$ cat config.mk
export PLATFORM = sky130hd
export DESIGN_NAME = nla_frame_sequencer
export DESIGN_NICKNAME = d
export VERILOG_FILES = /design/src/rtl/nla_frame_sequencer.sv
export SDC_FILE = /design/constraint.sdc
export NUM_CORES = 1
export LEC_CHECK = 0
export CORE_MARGIN = 2
export CORE_UTILIZATION = 47
export CTS_BUF_LIST = sky130_fd_sc_hd__clkbuf_4
export DETAILED_ROUTE_END_ITERATION = 10
export PLACE_DENSITY_LB_ADDON = 0.1
export SLEW_MARGIN = 20
export SYNTH_ARGS = -nofsm -noshare
export SYNTH_HDL_FRONTEND = slang
export SYNTH_SLANG_ARGS = --single-unit
$ cat constraint.sdc
create_clock -name clk_i -period 4.2 [get_ports clk_i]
set_input_delay 0.63 -clock clk_i [delete_from_list [all_inputs] [get_ports clk_i]]
set_output_delay 0.63 -clock clk_i [all_outputs]
set_load 0.05 [all_outputs]
$ cat src/rtl/nla_frame_sequencer.sv
// Frame sequencer for the FP32 BRAM FIFO in front of the nonlinear engine: START_TOKEN-gated FILL, then DRAIN
// through a 2-entry buffer. Optional NLA_SEQ_STATS_EN adds a wrapping frame_cnt_o counter.
module nla_frame_sequencer #(
    parameter int                    DATA_WIDTH  = 32,
    parameter int                    ADDR_LINES  = 12,
    parameter int                    FRAME_LEN   = 16,
    parameter logic [DATA_WIDTH-1:0] START_TOKEN = 32'h7F90_0000
) (
    input  logic                  clk_i,
    input  logic                  rstn_i,
    input  logic                  in_valid_i,
    output logic                  in_ready_o,
    input  logic [DATA_WIDTH-1:0] in_data_i,
    output logic                  fifo_wr_en_o,
    output logic [DATA_WIDTH-1:0] fifo_data_o,
    input  logic                  fifo_full_i,
    output logic                  fifo_rd_en_o,
    input  logic                  fifo_empty_i,
    input  logic [DATA_WIDTH-1:0] fifo_data_i,
    output logic                  out_valid_o,
    input  logic                  out_ready_i,
    output logic [DATA_WIDTH-1:0] out_data_o,
    output logic                  out_last_o,
    output logic                  busy_o,
    output logic                  frame_err_o
`ifdef NLA_SEQ_STATS_EN
    ,
    output logic [15:0]           frame_cnt_o
`endif
);

    // A frame can never hold more words than the FIFO has entries.
    localparam int DEPTH = 1 << ADDR_LINES;
    localparam int FLEN  = (FRAME_LEN < DEPTH) ? FRAME_LEN : DEPTH;
    localparam int CW    = $clog2(FRAME_LEN + 1);
    localparam logic [CW-1:0] LAST   = CW'(FLEN - 1);
    localparam logic [CW-1:0] FLEN_C = CW'(FLEN);
    localparam logic [CW-1:0] ONE    = CW'(1);

    typedef enum logic [1:0] {S_IDLE, S_FILL, S_DRAIN} state_t;

    state_t                r_state;
    logic [CW-1:0]         r_wcnt;
    logic [CW-1:0]         r_rcnt;
    logic [CW-1:0]         r_ocnt;
    logic [DATA_WIDTH-1:0] r_buf0;
    logic [DATA_WIDTH-1:0] r_buf1;
    logic [1:0]            r_bcnt;
    logic                  r_pend;
    logic                  r_err;
`ifdef NLA_SEQ_STATS_EN
    logic [15:0]           r_frame_cnt;
`endif

    logic       w_is_token;
    logic       w_ready;
    logic       w_accept;
    logic       w_wr;
    logic       w_tok_err;
    logic       w_out_valid;
    logic       w_pop;
    logic       w_last;
    logic [2:0] w_occ;
    logic       w_rd;

    assign w_is_token  = (in_data_i == START_TOKEN);
    assign w_ready     = rstn_i & ((r_state == S_IDLE) | ((r_state == S_FILL) & ~fifo_full_i));
    assign w_accept    = in_valid_i & w_ready;
    assign w_wr        = w_accept & (r_state == S_FILL) & ~w_is_token;
    assign w_tok_err   = w_accept & (r_state == S_FILL) & w_is_token;
    assign w_out_valid = rstn_i & (r_bcnt != 2'd0);
    assign w_pop       = w_out_valid & out_ready_i;
    assign w_last      = w_out_valid & (r_ocnt == LAST);

    // Occupancy after this cycle's pop, counting the read already in flight; a full
    // buffer blocks issue even while it drains so reads restart one cycle later.
    assign w_occ = {1'b0, r_bcnt} + {2'b00, r_pend} - {2'b00, w_pop};
    assign w_rd  = rstn_i & (r_state == S_DRAIN) & ~fifo_empty_i & (r_rcnt < FLEN_C)
                 & (r_bcnt != 2'd2) & (w_occ < 3'd2);

    always_ff @(posedge clk_i) begin
        if (!rstn_i) begin
            r_state <= S_IDLE;
            r_wcnt  <= '0;
            r_rcnt  <= '0;
            r_ocnt  <= '0;
            r_bcnt  <= 2'd0;
            r_pend  <= 1'b0;
            r_err   <= 1'b0;
`ifdef NLA_SEQ_STATS_EN
            r_frame_cnt <= 16'd0;
`endif
        end else begin
            r_pend <= w_rd;
            r_err  <= w_tok_err;
            case ({w_pop, r_pend})
                2'b01:   r_bcnt <= r_bcnt + 2'd1;
                2'b10:   r_bcnt <= r_bcnt - 2'd1;
                default: ;
            endcase
            case (r_state)
                S_IDLE: begin
                    if (w_accept && w_is_token) begin
                        r_state <= S_FILL;
                        r_wcnt  <= '0;
                    end
                end
                S_FILL: begin
                    if (w_wr) begin
                        r_wcnt <= r_wcnt + ONE;
                        if (r_wcnt == LAST) begin
                            r_state <= S_DRAIN;
                            r_rcnt  <= '0;
                            r_ocnt  <= '0;
                        end
                    end
                end
                S_DRAIN: begin
                    if (w_rd) begin
                        r_rcnt <= r_rcnt + ONE;
                    end
                    if (w_pop) begin
                        r_ocnt <= r_ocnt + ONE;
                        if (w_last) begin
                            r_state <= S_IDLE;
                        end
                    end
                end
                default: r_state <= S_IDLE;
            endcase
`ifdef NLA_SEQ_STATS_EN
            if (w_pop && w_last) begin
                r_frame_cnt <= r_frame_cnt + 16'd1;
            end
`endif
        end
    end

    // Buffer data is qualified by r_bcnt, so it needs no reset.
    always_ff @(posedge clk_i) begin
        case ({w_pop, r_pend})
            2'b01: begin
                if (r_bcnt == 2'd0) r_buf0 <= fifo_data_i;
                else                r_buf1 <= fifo_data_i;
            end
            2'b10: r_buf0 <= r_buf1;
            2'b11: begin
                if (r_bcnt == 2'd1) begin
                    r_buf0 <= fifo_data_i;
                end else begin
                    r_buf0 <= r_buf1;
                    r_buf1 <= fifo_data_i;
                end
            end
            default: ;
        endcase
    end

    assign in_ready_o   = w_ready;
    assign fifo_wr_en_o = w_wr;
    assign fifo_data_o  = in_data_i;
    assign fifo_rd_en_o = w_rd;
    assign out_valid_o  = w_out_valid;
    assign out_data_o   = w_out_valid ? r_buf0 : '0;
    assign out_last_o   = w_last;
    assign busy_o       = rstn_i & (r_state != S_IDLE);
    assign frame_err_o  = rstn_i & r_err;
`ifdef NLA_SEQ_STATS_EN
    assign frame_cnt_o  = r_frame_cnt;
`endif

endmodule

Yosys cells after proc, flatten, opt, wreduce, memory -nomap -nowiden --
Index checks and enable logic that the tools add are counted. Widths: inputs -> output; s select.
Storage, ports and cells: register bits after elaboration 85, output and inout port bits 71, logic and storage cells 96
Operators by class: add/sub/neg operators 7, order comparisons 2, eq/ne operators 19, multiplexer cells 23, bitwise logic cells 20, reduce and logical (&&, ||, !) cells 16
Operators by type and width (number):
- $mux 32 | 5
- $pmux 32 s3 | 1
- $pmux 32 s2 | 1
- $eq 32x31->1 const B | 1
- $mux 5 | 6
- $pmux 5 s2 | 3
- $and 1x1->1 | 16
- $ne 2x2->1 const B | 8
- $add 5x1->5 const B | 3
- $reduce_bool 2->1 | 6
- $eq 5x4->1 const B | 2
- $mux 2 | 5
- $reduce_and 4->1 | 2
- $eq 2x1->1 const B | 3
- $eq 2x2->1 const B | 3
- $pmux 2 s3 | 1
- $reduce_and 3->1 | 2
- $lt 5x5->1 const B | 1
- $reduce_and 5->1 | 1
- $logic_not 2->1 | 2
- $ne 2x1->1 const B | 2
- $pmux 2 s2 | 1
- $add 2x1->3 | 1
- $lt 3x2->1 const B | 1
- 8 further kinds | 10

Depth between registers and ports, before layout --
Gate-level depths: netlist of the first run.
depth after elaboration 9, mapped depth 14, mapped depth without buffers 13

Worst setup path after synthesis of the first run --
No wires, ideal clock.
path kind input port to output port, start input port rstn_i, end output port fifo_rd_en_o, arrival 3.386 ns, required time 3.570 ns, setup slack 0.184 ns, cell stages on the path 10, cell sequence buf_6 nor2b_1 buf_2 nand2_1 inv_1 ha_1 nand2b_1 fa_1 or4b_4 nor4_4
Between the ends: cells in the longest elaborated chain, start to end 5, elaborated cells between the ends (all ways) 9, classes of those cells add/sub (1); order compare (1); bitwise (7)
Ends and longest elaborated chain:
- start: declaration | line 10 | input logic rstn_i,
- $and 1x1->1 (on tied branches) | line 71, 78
- $and 1x1->1 (on tied branches) | line 72, 78
- $sub 3x1->3 or $and 1x1->1 (tied branches) | line 77, 78
- $lt 3x2->1 or $and 1x1->1 (tied branches) | line 79 | & (r_bcnt != 2'd2) & (w_occ < 3'd2);
- $and 1x1->1 * | line 79
- end: declaration | line 17 | output logic fifo_rd_en_o,
Every way passes the cells marked *; elsewhere a longest branch is shown, timed or not.

Worst setup path in the final report of the first run --
start register r_bcnt[1], end output port fifo_rd_en_o
Between the ends: cells in the longest elaborated chain, start to end 6, elaborated cells between the ends (all ways) 9, classes of those cells add/sub (2); order compare (1); eq/ne (1); bitwise (4); reduce/logical (1)
Ends and longest elaborated chain:
- start: declaration | line 48 | logic [1:0] r_bcnt;
- start signal: assignment | line 97 | 2'b01: r_bcnt <= r_bcnt + 2'd1;
- start signal: assignment | line 98 | 2'b10: r_bcnt <= r_bcnt - 2'd1;
- $reduce_bool 2->1 | line 71 | assign w_out_valid = rstn_i & (r_bcnt != 2'd0);
- $and 1x1->1 | line 71
- $and 1x1->1 | line 72 | assign w_pop = w_out_valid & out_ready_i;
- $sub 3x1->3 | line 77 | assign w_occ = {1'b0, r_bcnt} + {2'b00, r_pend} - {2'b00, w_pop};
- $lt 3x2->1 | line 79
- $and 1x1->1 * | line 79
Marked as above.

==> results of run 1 <==
[worst max-delay path: stages (launching register included)]
cell      delay (ns)
dfxtp_4         0.40
inv_1           0.08
ha_1            0.23
nor2b_2         0.15
nand2_2         0.11
inv_2           0.08
ha_1            0.27
nand2b_1        0.18
fa_1            0.47
or4b_4          0.48
nor4_4          0.36
buf_12          0.18
[cell usage after synthesis (2+ instances only)]
library cell	instances
nor2b_1	4
a31oi_1	4
nand4_1	7
a211oi_1	2
nor2_1	14
or2_2	2
xor2_1	5
dfxtp_1	21
nor4_1	7
clkbuf_1	11
a21oi_1	11
and2_1	36
a22o_1	32
nand2b_1	2
o21ai_1	3
buf_4	33
o21a_1	2
edfxtp_1	64
nor3_1	3
o211ai_1	4
ha_1	12
inv_1	8
nand2_1	13
and3_1	3
buf_6	2
nand3_1	4
a22oi_1	2
[cell type report]
type | instances | area [um2]
Clock buffer | 9 | 67.56
Inverter | 10 | 50.05
Multi-Input combinational cell | 195 | 1421
Timing Repair Buffer | 148 | 1434
Fill cell | 705 | 3090
Tap cell | 108 | 135.1
Sequential cell | 85 | 2347
Clock inverter | 6 | 47.55
[sequential cells by signal, summed over array words and instances (netlist names)]
name / count
r_ocnt: 5
r_buf1: 32
r_bcnt: 2
r_wcnt: 5
r_buf0: 32
r_state: 2
r_err: 1
r_pend: 1
r_rcnt: 5
[path summary, 6_finish.rpt]
kind | start | end | depth (start not counted)
worst max-delay path | r_bcnt[1] | fifo_rd_en_o | 11
worst min-delay path | r_rcnt[1] | r_rcnt[1] | 2
worst max register to register | r_bcnt[1] | r_rcnt[3] | 14
worst min register to register | r_rcnt[1] | r_rcnt[1] | 2
[per-layer routing]
layer,GRT usage,vias up,part of all wire
met5,0,-,0
met4,0.05876,0,0.012
met3,0.04820,10,0.065
met2,0.3136,119,0.49
met1,0.2298,1410,0.43
li1,-,1453,-
[stage by stage]
| stage | utilization | instance area (um2) | hold WS (ns) | TNS (ns) |
|---|---|---|---|---|
| after global placement | 0.6259 | 5379 | 0.4692 | 0 |
| after global routing | 0.6404 | 5503 | 0.5134 | -0.0009153 |
| after detailed placement | 0.6259 | 5379 | 0.4756 | 0 |
| after CTS | 0.6393 | 5494 | 0.4947 | 0 |
| after floorplan | - | 4091 | 0.4412 | 0 |
| final | 0.6404 | 5503 | 0.4923 | 0 |
[power by group]
group	leakage, nW	internal, W	switching [W]
clock network	0.0511	0.000122	0.000289
logic	1.23	0.0000985	0.0000957
registers	0.745	0.000900	0.0000000579
total	2.03	0.00112	0.000385
[cells by family (layout without fill, tap and decap cells)]
kind of cell | Yosys count | in the layout | synth area share
compound gates | 70 | 70 | 0.1294
simple gates | 105 | 105 | 0.1517
fa+ha+maj | 13 | 13 | 0.04159
buf+inv | 57 | 173 | 0.08960
mux | 1 | 1 | 0.002447
flops | 85 | 85 | 0.5725
xor+xnor | 6 | 6 | 0.01284
==> impl_metrics.ini, run 1 <==
[synthesis]
synth_top_cell_area_share = 0.4697
synth_top_area_cell = edfxtp_1
syn_nets = 420
syn_inst = 337
async_flop_share = 0
synth_cell_types = 53
synth-main-ff-cell = edfxtp_1
syn_area_um2 = 4091
ys_seq_elements = 85
synth_seq_area_share = 0.5725
ys_warn_count = 0
synth_area_leaders = edfxtp_1 47%, dfxtp_1 10%, a22o_1 6.9%
synth_edf_count = 64
syn_avg_cell_area_um2 = 12.14

[route]
ant_nets = 0
routed_via_density = 5.333
dr.pass1.iters = 4
wl_um = 8692
avgRoutedWirePerCell_um = 15.49
num_vias = 2992
drc = 0
drt_iter0_markers = 127

[timing]
setup_viol = 0
min_period_ns = 4.045
skew_ns = 0.01680
fin_crit_sh = 0.9632
maxSlewHeadroom = 0.5301
slew_violations = 0
finalHoldViolCount = 0
max_freq_mhz = 247.2
worstMarginPinSlew_ns = 0.7033
finalWorstSetupSlack_ns = 0.1546

[cts]
cts_tree = done
path_clk_slew_ns = 0.14
clock-sinks = 85
cts_resized = 0
cts_setup_buffers = 0
cts.htree.levels = 3
hold_buffers = 0
cts_buffer_depth = 2
cts-root-buf = clkbuf_4
clock_latency_ns = 0.43
numCtsBuffers = 9

[critical_path]
cp.arrival_ns = 3.42
cp_max_fo = 4
path_class = reg -> out
crit_required_ns = 3.57
startpoint_type = register
regToRegSetupSlack_ns = 0.76
crit_path_end_kind = output pin

[place]
gp_congestion = 0.8313
preCtsSetupSlack_ns = 0.1554
place.port_buffers = 140
place_hpwl_um = 6169
placedCellCount = 546

[cells_and_area]
layout.cells.non_filler = 561
fin_nets = 532
layout_commonest_cell = clkdlybuf4s50_1
n_antenna_cell = 0
layout_common_cells = 124 x clkdlybuf4s50_1, 64 x edfxtp_1, 36 x and2_1
area.growth.synth_to_final_pct = 34.50
drive_above_1_share = 0.1325

[grt]
grt_pass1_vias = 2884
grt_max_degree = 36
grt_first_pass_wirelength_um = 13920
antenna_found_initial = 0
grt_overflow_total = 0
track_usage = 0.1840

[die]
initial_utilization = 0.4761
die-area_um2 = 9467
die_width_um = 97.30
io_pins = 141
core_um2 = 8593
row_count = 34
fp.dieH_um = 97.30

[min_path]
hp-class = reg -> reg

[power_and_ir_drop]
irDropWorstVdd_mv = 0.1617
powerDensity_nw_per_um2 = 273.7
fin_total_pwr_w = 0.001506
p_leak_nw = 2.029

[run_status]
outcome = completed

[job]
maxCapViolCount = 0
(Power assumes the default switching activity.)
==> inputs of run 2 (changes only) <==
CORE_UTILIZATION = 42   (was 47)
clock period = 3.7 ns   (was 4.2 ns; I/O delays follow)
==> impl_metrics.ini, run 2 (synthesized netlist as in run 1, its figures left out) <==
[die]
die-area_um2 = 10550
io_pins = 141
initial_utilization = 0.4264
fp.dieH_um = 102.7
row_count = 36
core_um2 = 9594
die_width_um = 102.7

[place]
gp_congestion = 0.7927
place.port_buffers = 140
place_hpwl_um = 6580

[cells_and_area]
layout_common_cells = 103 x clkdlybuf4s50_1, 64 x edfxtp_1, 36 x and2_1
area.growth.synth_to_final_pct = 41.83
drive_above_1_share = 0.1965
top_regs = r_buf0 x32, r_buf1 x32
n_antenna_cell = 0
fin_nets = 536
fillers = 819
layout_commonest_cell = clkdlybuf4s50_1

[timing]
setup_viol = 0
max_freq_mhz = 277.1
fin_crit_sh = 0.9753
holdWs_ns = 0.4993
min_period_ns = 3.608
finalHoldViolCount = 0
skew_ns = 0.02291
worstMarginPinSlew_ns = 0.6347
maxSlewHeadroom = 0.5769
slew_violations = 0
rsz0062_at_grt = yes

[power_and_ir_drop]
p_leak_nw = 2.178
p_sw_w = 0.0004607
powerDensity_nw_per_um2 = 311.6
p_int_w = 0.001348
fin_total_pwr_w = 0.001809
irDropWorstVdd_mv = 0.2354
pwr-share-comb = 0.123
switching_share = 0.2547
seq_power_share = 0.565
power_frac_clock = 0.313

[cts]
clock-sinks = 85
cts_tree = done
cts.htree.levels = 3
cts_buffer_depth = 2
cts-root-buf = clkbuf_4
path_clk_slew_ns = 0.14
numCtsBuffers = 9
clock_latency_ns = 0.44
hold_buffers = 0

[grt]
antenna_found_initial = 0
grt_first_pass_wirelength_um = 13850
grt_pass1_vias = 2897
grt_max_degree = 36
grt_overflow_total = 0
track_usage = 0.1745

[critical_path]
crit_path_end_kind = output pin
crit_required_ns = 3.14
cp_max_fo = 3
startpoint_type = register
cp.arrival_ns = 3.05
path_class = reg -> out

[route]
wl_um = 9170
dr.pass1.iters = 4
drc = 0
avgRoutedWirePerCell_um = 15.52
num_vias = 3034
routed_via_density = 5.134
ant_nets = 0
drt_iter0_markers = 120

[min_path]
hp-class = reg -> reg

[job]
maxCapViolCount = 0

[run_status]
outcome = completed
[run 2: worst paths after layout]
check	from	to	slack, ns	cells after the start
max	r_bcnt[1]	fifo_rd_en_o	0.09	11
min	r_rcnt[1]	r_rcnt[1]	0.50	2
max reg2reg	r_bcnt[1]	r_rcnt[3]	0.63	14
min reg2reg	r_rcnt[1]	r_rcnt[1]	0.50	2
[run 2: what timing repair did]
item / CTS / global route
gates resized for setup: 8 / 2
pin swaps: 1 / 0
setup buffers: 2 / 0
setup endpoints to repair: 1 / 1
[run 2: final cells by class]
class                      count  area (um2)  share of cell area
clock buffer                   9       67.56             0.01164
sequential                    85        2350              0.4049
tap                          133       166.4             0.02868
multi-input combinational    195        1459              0.2514
timing repair buffer         152        1625              0.2801
inverter                      10       52.55            0.009056
clock inverter                 7       82.58             0.01423
[run 2: stage by stage]
stage | area (um2) | util | TNS (ns) | worst slack [ns] | instances
5_1_grt | 5803 | 0.6049 | -0.07606 | -0.07606 | 591
3_3_place_gp | 5612 | 0.5849 | -0.06832 | -0.06832 | 573
3_5_place_dp | 5612 | 0.5849 | -0.08570 | -0.08570 | 573
6_report | 5803 | 0.6049 | 0 | 0.09154 | 591
2_1_floorplan | 4124 | - | -0.1011 | -0.05075 | 337
4_1_cts | 5799 | 0.6045 | 0 | 0.02062 | 591
[run 2: critical path, stage by stage (launching register included)]
cell	delay, ns
dfxtp_4	0.38
inv_4	0.04
ha_4	0.16
nor2b_4	0.11
nand2_2	0.06
inv_2	0.07
ha_4	0.19
nand2b_4	0.13
fa_1	0.48
or4b_4	0.48
nor4_4	0.32
buf_12	0.18
[run 2: layer usage]
metal,GRT usage,wire [um],vias to the layer above
met5,0,0,-
met4,0.07179,104,0
met3,0.03797,758,7
met2,0.3253,4755,126
met1,0.1911,3552,1433
li1,-,-,1468
[run 2: power groups by stage]
| stage | Combinational (W) | Sequential (W) | Clock, W |
|---|---|---|---|
| 2_1_floorplan | 0.000125 | 0.00104 | 0 |
| 4_1_cts | 0.000224 | 0.00102 | 0.000580 |
| 6_report | 0.000222 | 0.00102 | 0.000565 |
| 5_1_grt | 0.000233 | 0.00102 | 0.000616 |
| 3_5_place_dp | 0.000223 | 0.00104 | 0 |
| 3_3_place_gp | 0.000220 | 0.00104 | 0 |
